==> config.mk <==
export PLATFORM = sky130hd
export DESIGN_NAME = mc_vec_controller_flat
export DESIGN_NICKNAME = d
export VERILOG_FILES = /design/src/rtl/mc_vec_controller_if.sv /design/src/rtl/mc_vec_controller.sv /design/src/flat_wrapper.sv
export SDC_FILE = /design/constraint.sdc
export NUM_CORES = 1
export LEC_CHECK = 0
export ABC_AREA = 1
export CAP_MARGIN = 20
export CORE_ASPECT_RATIO = 1.25
export CORE_UTILIZATION = 40
export DETAILED_ROUTE_END_ITERATION = 6
export MAX_ROUTING_LAYER = met4
export PLACE_DENSITY_LB_ADDON = 0.12
export REMOVE_ABC_BUFFERS = 1
export SYNTH_ARGS = -nofsm -noshare
export SYNTH_HDL_FRONTEND = slang
export SYNTH_SLANG_ARGS = --single-unit
==> constraint.sdc <==
create_clock -name clk -period 1.5 [get_ports clk]
set_clock_uncertainty 0.05 [all_clocks]
set_input_delay 0.225 -clock clk [delete_from_list [all_inputs] [get_ports clk]]
set_output_delay 0.225 -clock clk [all_outputs]
set_load 0.02 [all_outputs]
==> src/rtl/mc_vec_controller_if.sv <==
// mc_vec_controller_if: instruction/flag inputs and write-enable/select outputs between controller (master) and datapath (slave)
interface mc_vec_controller_if #(
  parameter int NLANES = 4,
  parameter int LANE_W = $clog2(NLANES)
);
  logic [31:12] Instr;
  logic [3:0] ALUFlags;
  logic PCWrite, IRWrite, RegWrite, MemWrite, VecWrite, VecIdxWrite;
  logic AdrSrc, ALUSrcA;
  logic [1:0] ALUSrcB, ResultSrc, ImmSrc, RegSrc;
  logic [3:0] ALUControl;
  logic [LANE_W-1:0] LaneIdx;
  logic Busy;
  modport master (
    input Instr, ALUFlags,
    output PCWrite, IRWrite, RegWrite, MemWrite, VecWrite, VecIdxWrite,
    output AdrSrc, ALUSrcA, ALUSrcB, ResultSrc, ImmSrc, RegSrc, ALUControl, LaneIdx, Busy
  );
  modport slave (
    output Instr, ALUFlags,
    input PCWrite, IRWrite, RegWrite, MemWrite, VecWrite, VecIdxWrite,
    input AdrSrc, ALUSrcA, ALUSrcB, ResultSrc, ImmSrc, RegSrc, ALUControl, LaneIdx, Busy
  );
endinterface

==> src/rtl/mc_vec_controller.sv <==
// mc_vec_controller: multicycle ARM-style control FSM; vector lane iteration enabled by MC_VEC_CONTROLLER_VEC_EN
module mc_vec_controller #(
  parameter int NLANES = 4,
  parameter int LANE_W = $clog2(NLANES)
) (
  input logic clk,
  input logic reset,
  mc_vec_controller_if.master bus
);
  localparam logic [3:0] AND_OP = 4'b0000, SUB_OP = 4'b0010, ADD_OP = 4'b0100, CMP_OP = 4'b1010, ORR_OP = 4'b1100;
  typedef enum logic [3:0] {FETCH, DECODE, MEMADR, MEMRD, MEMWB, MEMWR, EXECR, EXECI, ALUWB, BRANCH, VEXEC, VIDX} state_t;
  state_t state, eff, vec_next;
  logic [31:12] ir;
  logic [3:0] flags, cmd, alu_dec;
  logic n, z, c, v, cond_ex, is_cmp, rd_pc, unused_rn;
  assign eff = reset ? FETCH : state;
  assign cmd = ir[24:21];
  assign {n, z, c, v} = flags;
  assign is_cmp = cmd == CMP_OP;
  assign rd_pc = ir[15:12] == 4'hf;
  assign unused_rn = ^ir[19:16];
  assign alu_dec = cmd inside {ADD_OP, SUB_OP, AND_OP, ORR_OP, CMP_OP} ? cmd : ADD_OP;
  always_comb
    case (ir[31:28])
      4'h0: cond_ex = z;
      4'h1: cond_ex = !z;
      4'h2: cond_ex = c;
      4'h3: cond_ex = !c;
      4'h4: cond_ex = n;
      4'h5: cond_ex = !n;
      4'h6: cond_ex = v;
      4'h7: cond_ex = !v;
      4'h8: cond_ex = c && !z;
      4'h9: cond_ex = !c || z;
      4'ha: cond_ex = n == v;
      4'hb: cond_ex = n != v;
      4'hc: cond_ex = !z && n == v;
      4'hd: cond_ex = z || n != v;
      4'he: cond_ex = 1'b1;
      default: cond_ex = 1'b0;
    endcase
`ifdef MC_VEC_CONTROLLER_VEC_EN
  logic [LANE_W-1:0] lane;
  logic last;
  assign last = lane == LANE_W'(NLANES - 1);
  assign vec_next = ir[25] ? VIDX : VEXEC;
`else
  assign vec_next = FETCH;
`endif
  always_ff @(posedge clk)
    if (reset) begin
      state <= FETCH;
      ir <= '0;
      flags <= '0;
`ifdef MC_VEC_CONTROLLER_VEC_EN
      lane <= '0;
`endif
    end else begin
      if (state == FETCH) ir <= bus.Instr;
      if (state == ALUWB && cond_ex && (ir[20] || is_cmp)) flags <= bus.ALUFlags;
`ifdef MC_VEC_CONTROLLER_VEC_EN
      lane <= (state != VEXEC || last) ? '0 : lane + 1'b1;
`endif
      case (state)
        FETCH: state <= DECODE;
        DECODE: state <= ir[27:26] == 2'b00 ? (ir[25] ? EXECI : EXECR) :
                         ir[27:26] == 2'b01 ? MEMADR :
                         ir[27:26] == 2'b10 ? BRANCH : vec_next;
        MEMADR: state <= ir[20] ? MEMRD : MEMWR;
        MEMRD: state <= MEMWB;
        EXECR, EXECI: state <= ALUWB;
`ifdef MC_VEC_CONTROLLER_VEC_EN
        VEXEC: state <= last ? FETCH : VEXEC;
`endif
        default: state <= FETCH;
      endcase
    end
  assign bus.Busy = eff != FETCH;
  assign bus.IRWrite = !reset && state == FETCH;
  assign bus.PCWrite = !reset && (state == FETCH || cond_ex && (state == BRANCH || state == ALUWB && rd_pc && !is_cmp));
  assign bus.RegWrite = cond_ex && (eff == MEMWB || eff == ALUWB && !rd_pc && !is_cmp);
  assign bus.MemWrite = cond_ex && eff == MEMWR;
  assign bus.AdrSrc = eff inside {MEMRD, MEMWR};
  assign bus.ALUSrcA = eff inside {FETCH, DECODE};
  assign bus.ALUSrcB = eff inside {FETCH, DECODE} ? 2'b10 : eff inside {MEMADR, EXECI, BRANCH} ? 2'b01 : 2'b00;
  assign bus.ResultSrc = eff inside {FETCH, DECODE, BRANCH} ? 2'b10 : eff == MEMWB ? 2'b01 : 2'b00;
  assign bus.ImmSrc = ir[27:26];
  assign bus.RegSrc = {ir[27:26] == 2'b01, ir[27:26] == 2'b10};
  assign bus.ALUControl = eff inside {EXECR, EXECI, VEXEC} ? alu_dec : ADD_OP;
`ifdef MC_VEC_CONTROLLER_VEC_EN
  assign bus.VecWrite = cond_ex && eff == VEXEC;
  assign bus.VecIdxWrite = cond_ex && eff == VIDX;
  assign bus.LaneIdx = eff == VEXEC ? lane : '0;
`else
  assign bus.VecWrite = 1'b0;
  assign bus.VecIdxWrite = 1'b0;
  assign bus.LaneIdx = LANE_W'(0);
`endif
endmodule

==> src/flat_wrapper.sv <==
// flat-port wrapper written by rule: the top's interface ports become plain ports
module mc_vec_controller_flat 
#(
  parameter int NLANES = 4,
  parameter int LANE_W = $clog2(NLANES)
)
  (clk, reset, bus_Instr, bus_ALUFlags, bus_PCWrite, bus_IRWrite, bus_RegWrite, bus_MemWrite, bus_VecWrite, bus_VecIdxWrite, bus_AdrSrc, bus_ALUSrcA, bus_ALUSrcB, bus_ResultSrc, bus_ImmSrc, bus_RegSrc, bus_ALUControl, bus_LaneIdx, bus_Busy);
  mc_vec_controller_if #(.NLANES(NLANES), .LANE_W(LANE_W)) bus_i ();
  input logic clk;
  input logic reset;
  input wire logic [$bits(bus_i.Instr)-1:0] bus_Instr;
  input wire logic [$bits(bus_i.ALUFlags)-1:0] bus_ALUFlags;
  output wire logic [$bits(bus_i.PCWrite)-1:0] bus_PCWrite;
  output wire logic [$bits(bus_i.IRWrite)-1:0] bus_IRWrite;
  output wire logic [$bits(bus_i.RegWrite)-1:0] bus_RegWrite;
  output wire logic [$bits(bus_i.MemWrite)-1:0] bus_MemWrite;
  output wire logic [$bits(bus_i.VecWrite)-1:0] bus_VecWrite;
  output wire logic [$bits(bus_i.VecIdxWrite)-1:0] bus_VecIdxWrite;
  output wire logic [$bits(bus_i.AdrSrc)-1:0] bus_AdrSrc;
  output wire logic [$bits(bus_i.ALUSrcA)-1:0] bus_ALUSrcA;
  output wire logic [$bits(bus_i.ALUSrcB)-1:0] bus_ALUSrcB;
  output wire logic [$bits(bus_i.ResultSrc)-1:0] bus_ResultSrc;
  output wire logic [$bits(bus_i.ImmSrc)-1:0] bus_ImmSrc;
  output wire logic [$bits(bus_i.RegSrc)-1:0] bus_RegSrc;
  output wire logic [$bits(bus_i.ALUControl)-1:0] bus_ALUControl;
  output wire logic [$bits(bus_i.LaneIdx)-1:0] bus_LaneIdx;
  output wire logic [$bits(bus_i.Busy)-1:0] bus_Busy;
  assign bus_i.Instr = bus_Instr;
  assign bus_i.ALUFlags = bus_ALUFlags;
  assign bus_PCWrite = bus_i.PCWrite;
  assign bus_IRWrite = bus_i.IRWrite;
  assign bus_RegWrite = bus_i.RegWrite;
  assign bus_MemWrite = bus_i.MemWrite;
  assign bus_VecWrite = bus_i.VecWrite;
  assign bus_VecIdxWrite = bus_i.VecIdxWrite;
  assign bus_AdrSrc = bus_i.AdrSrc;
  assign bus_ALUSrcA = bus_i.ALUSrcA;
  assign bus_ALUSrcB = bus_i.ALUSrcB;
  assign bus_ResultSrc = bus_i.ResultSrc;
  assign bus_ImmSrc = bus_i.ImmSrc;
  assign bus_RegSrc = bus_i.RegSrc;
  assign bus_ALUControl = bus_i.ALUControl;
  assign bus_LaneIdx = bus_i.LaneIdx;
  assign bus_Busy = bus_i.Busy;
  mc_vec_controller #(.NLANES(NLANES), .LANE_W(LANE_W)) u_core (.clk(clk), .reset(reset), .bus(bus_i));
endmodule
==> impl_metrics.json <==
{
  "status": "finished, violations left",
  "failed_checks": "setup timing",
  "synth_cells": 202,
  "worst_ep_required_time_ns": 1.22,
  "num_antenna_cells": 0,
  "largest_net_degree_at_the_start_of_global_routing": 17,
  "postRouteWirelength_mm": 4.309,
  "drv.max_cap_violation_count": 0,
  "number_of_global_route_vias_before_repair": 1506,
  "power.total_mw": 4.570,
  "setup_repair_after_global_routing_missed_its_margin": "yes",
  "yosys.area.top_type": "dfxtp_1",
  "first_pass_iters": 4,
  "final_layout_size_suffix_gt1_frac": 0.4366,
  "die_height_um": 68.27,
  "reg2reg_depth": 8,
  "ys_warn_count": 0,
  "yosys_register_bits": 24,
  "ir_worst_vdd_v": 0.001169,
  "power_per_cell_area_nw_per_um2": 1887,
  "remaining_drc_errors": 0,
  "routed_via_density": 5.034,
  "most_used_standard_cell_by_instance_count_after_synthesis": "nand2_1",
  "worst-path-max-fanout": 3,
  "tritoncts": "yes",
  "synth_top_area_frac": 0.3419,
  "clock.fmax_mhz": 531.4,
  "fp.coreArea_um2": 3281,
  "place_hpwl_mm": 2.724,
  "grt_util_all_layers": 0.2422,
  "tritoncts_num_sinks": 24,
  "netlist_cell_types": 31,
  "buffer_ports.inserted": 39,
  "synth_commonest_cells": "nand2_1, dfxtp_1, nor2_1",
  "synth_area_per_cell_um2": 6.956,
  "place_ws_ns": -0.8117,
  "dr.first_iter.drc_count": 57,
  "number_of_instances_on_the_worst_hold_path": 3,
  "dieWidth_um": 55.01,
  "top_ff_cell_synth": "dfxtp_1",
  "cp-end-kind": "primary output",
  "setup_viol_count_final": 18,
  "antenna_found_initial": 0,
  "boundaryPins": 49,
  "antenna_left": 0,
  "fp-row-count": 23,
  "average_routed_wire_per_standard_cell_um": 13.42,
  "final_critical_path_setup_slack_ns": -0.3818,
  "ff_latch_area_um2": 504.2,
  "holdBufCountCts": 0,
  "layout_min_cycle_time_ns": 1.882,
  "layout.nets": 311,
  "grt_overflow_total": 0,
  "portion_of_the_post_synthesis_area_used_by_sequential_elements": 0.3419,
  "n_fill_cell": 257,
  "power.leakage_nw": 1.080,
  "cts_max_path_buffers": 2,
  "cts_made_buffers": 3,
  "clock-root-buffer": "clkbuf_8",
  "hold_ws_ns": 0.4352,
  "start_util": 0.4283,
  "startpoint_type": "register",
  "via_count": 1616,
  "synth_enable_flop_cells": 0,
  "grt_first_pass_wirelength_mm": 6.382,
  "asyncSetResetFlopFracSynth": 0,
  "clk_pin_slew_worst_paths_ns": 0.09,
  "clock_latency_on_the_worst_skew_pair_ns": 0.27,
  "die_area_um2": 3755,
  "area_growth_syn_to_layout_pct": 72.40,
  "gp_congestion": 0.9379,
  "h_tree_levels": 1,
  "holdCritPathClass": "in2reg",
  "netlist_area_um2": 1405,
  "multi_input_comb_area_um2": 910.9,
  "synth_area_leaders": "dfxtp_1, nand2_1, nand3_1",
  "timing.final.crit_share": 1.255,
  "timing.final.max_slew_violations": 0,
  "worstPathArrival_ns": 1.61,
  "report.final.hold_viol_count": 0,
  "timing.setup.critical_path_class": "reg2out"
}
==> power by group <==
| part | internal [mW] | switching [mW] | leakage [nW] |
|---|---|---|---|
| logic | 1.33 | 1.53 | 0.842 |
| registers | 0.896 | 0.234 | 0.203 |
| clock network | 0.357 | 0.222 | 0.0357 |
==> placed cells by master (no fill, tap or decap), drive strengths merged <==
cell type / instances
a211oi: 3
a21boi: 1
a21oi: 10
a22o: 6
buf: 59
bufinv: 1
clkbuf: 4
clkdlybuf4s50: 20
clkinv: 1
conb: 5
dfxtp: 24
dlygate4sd2: 4
inv: 28
nand2: 49
nand3: 19
nand3b: 1
nand4: 1
nor2: 28
nor3: 5
o211ai: 1
o21a: 1
o21ai: 11
o221ai: 1
o22ai: 1
==> layout make-up <==
type,count,share of cell area
multi-input combinational,143,0.3760
timing repair buffer,84,0.3151
clock inverter,1,0.01240
sequential,24,0.2082
inverter,29,0.05217
clock buffer,3,0.01705
tap,37,0.01911
==> layer usage <==
layer | wire length (um) | vias to the layer above | GRT usage
li1 | - | 814 | -
met1 | 1780 | 752 | 0.2747
met2 | 2319 | 42 | 0.4172
met3 | 120 | 8 | 0.02000
met4 | 88 | 0 | 0.1156
met5 | 0 | - | -
==> stage by stage <==
step	util	TNS [ns]	cells	instance area (um2)
after detailed placement	0.6274	-12.80	309	2058
after CTS	0.7006	-2.410	317	2298
final	0.7384	-2.926	321	2422
after floorplan	-	-0.06358	196	1344
after global routing	0.7384	-4.367	321	2422
after global placement	0.6274	-12.75	309	2058
==> worst max-delay path, stage by stage, from the launching register on <==
cell	delay (ns)
dfxtp_4	0.37
inv_4	0.07
nand2_1	0.11
nor2_1	0.20
nand2_1	0.11
o21ai_1	0.17
nand3_2	0.10
nand2_2	0.08
buf_6	0.11
==> logic make-up (layout without fill, tap and decap cells) <==
family                 after synthesis  in the layout  share of synthesized area
and+or+nand+nor                    103            103                     0.3526
buffers and inverters               39            117                     0.1318
other                                1              5                   0.002669
DFF                                 24             24                     0.3419
AOI/OAI and AO/OA                   35             35                     0.1710
==> path summary, 6_finish.rpt <==
kind / from / to / slack, ns
max: u_core.state[2]$_SDFF_PP0_ / bus_PCWrite / -0.38
min: bus_Instr[18] / u_core.ir[30]$_SDFFE_PP0N_ / 0.44
max reg2reg: u_core.state[2]$_SDFF_PP0_ / u_core.flags[1]$_SDFFE_PP0P_ / -0.06
min reg2reg: u_core.ir[25]$_SDFFE_PP0N_ / u_core.ir[25]$_SDFFE_PP0N_ / 0.46
==> state kept, by name, summed over array words and instances, names as in the netlist <==
name          flops
u_core.state      4
u_core.flags      4
u_core.ir        16
==> repair_timing <==
| action | 4_1_cts | 5_1_grt |
|---|---|---|
| endpoints found under the setup margin | 31 | 38 |
| gates cloned | 0 | 0 |
| pin swaps | 16 | 11 |
| resized for setup | 131 | 33 |
| buffers inserted | 5 | 6 |
Power figures use the tool's default switching activity.
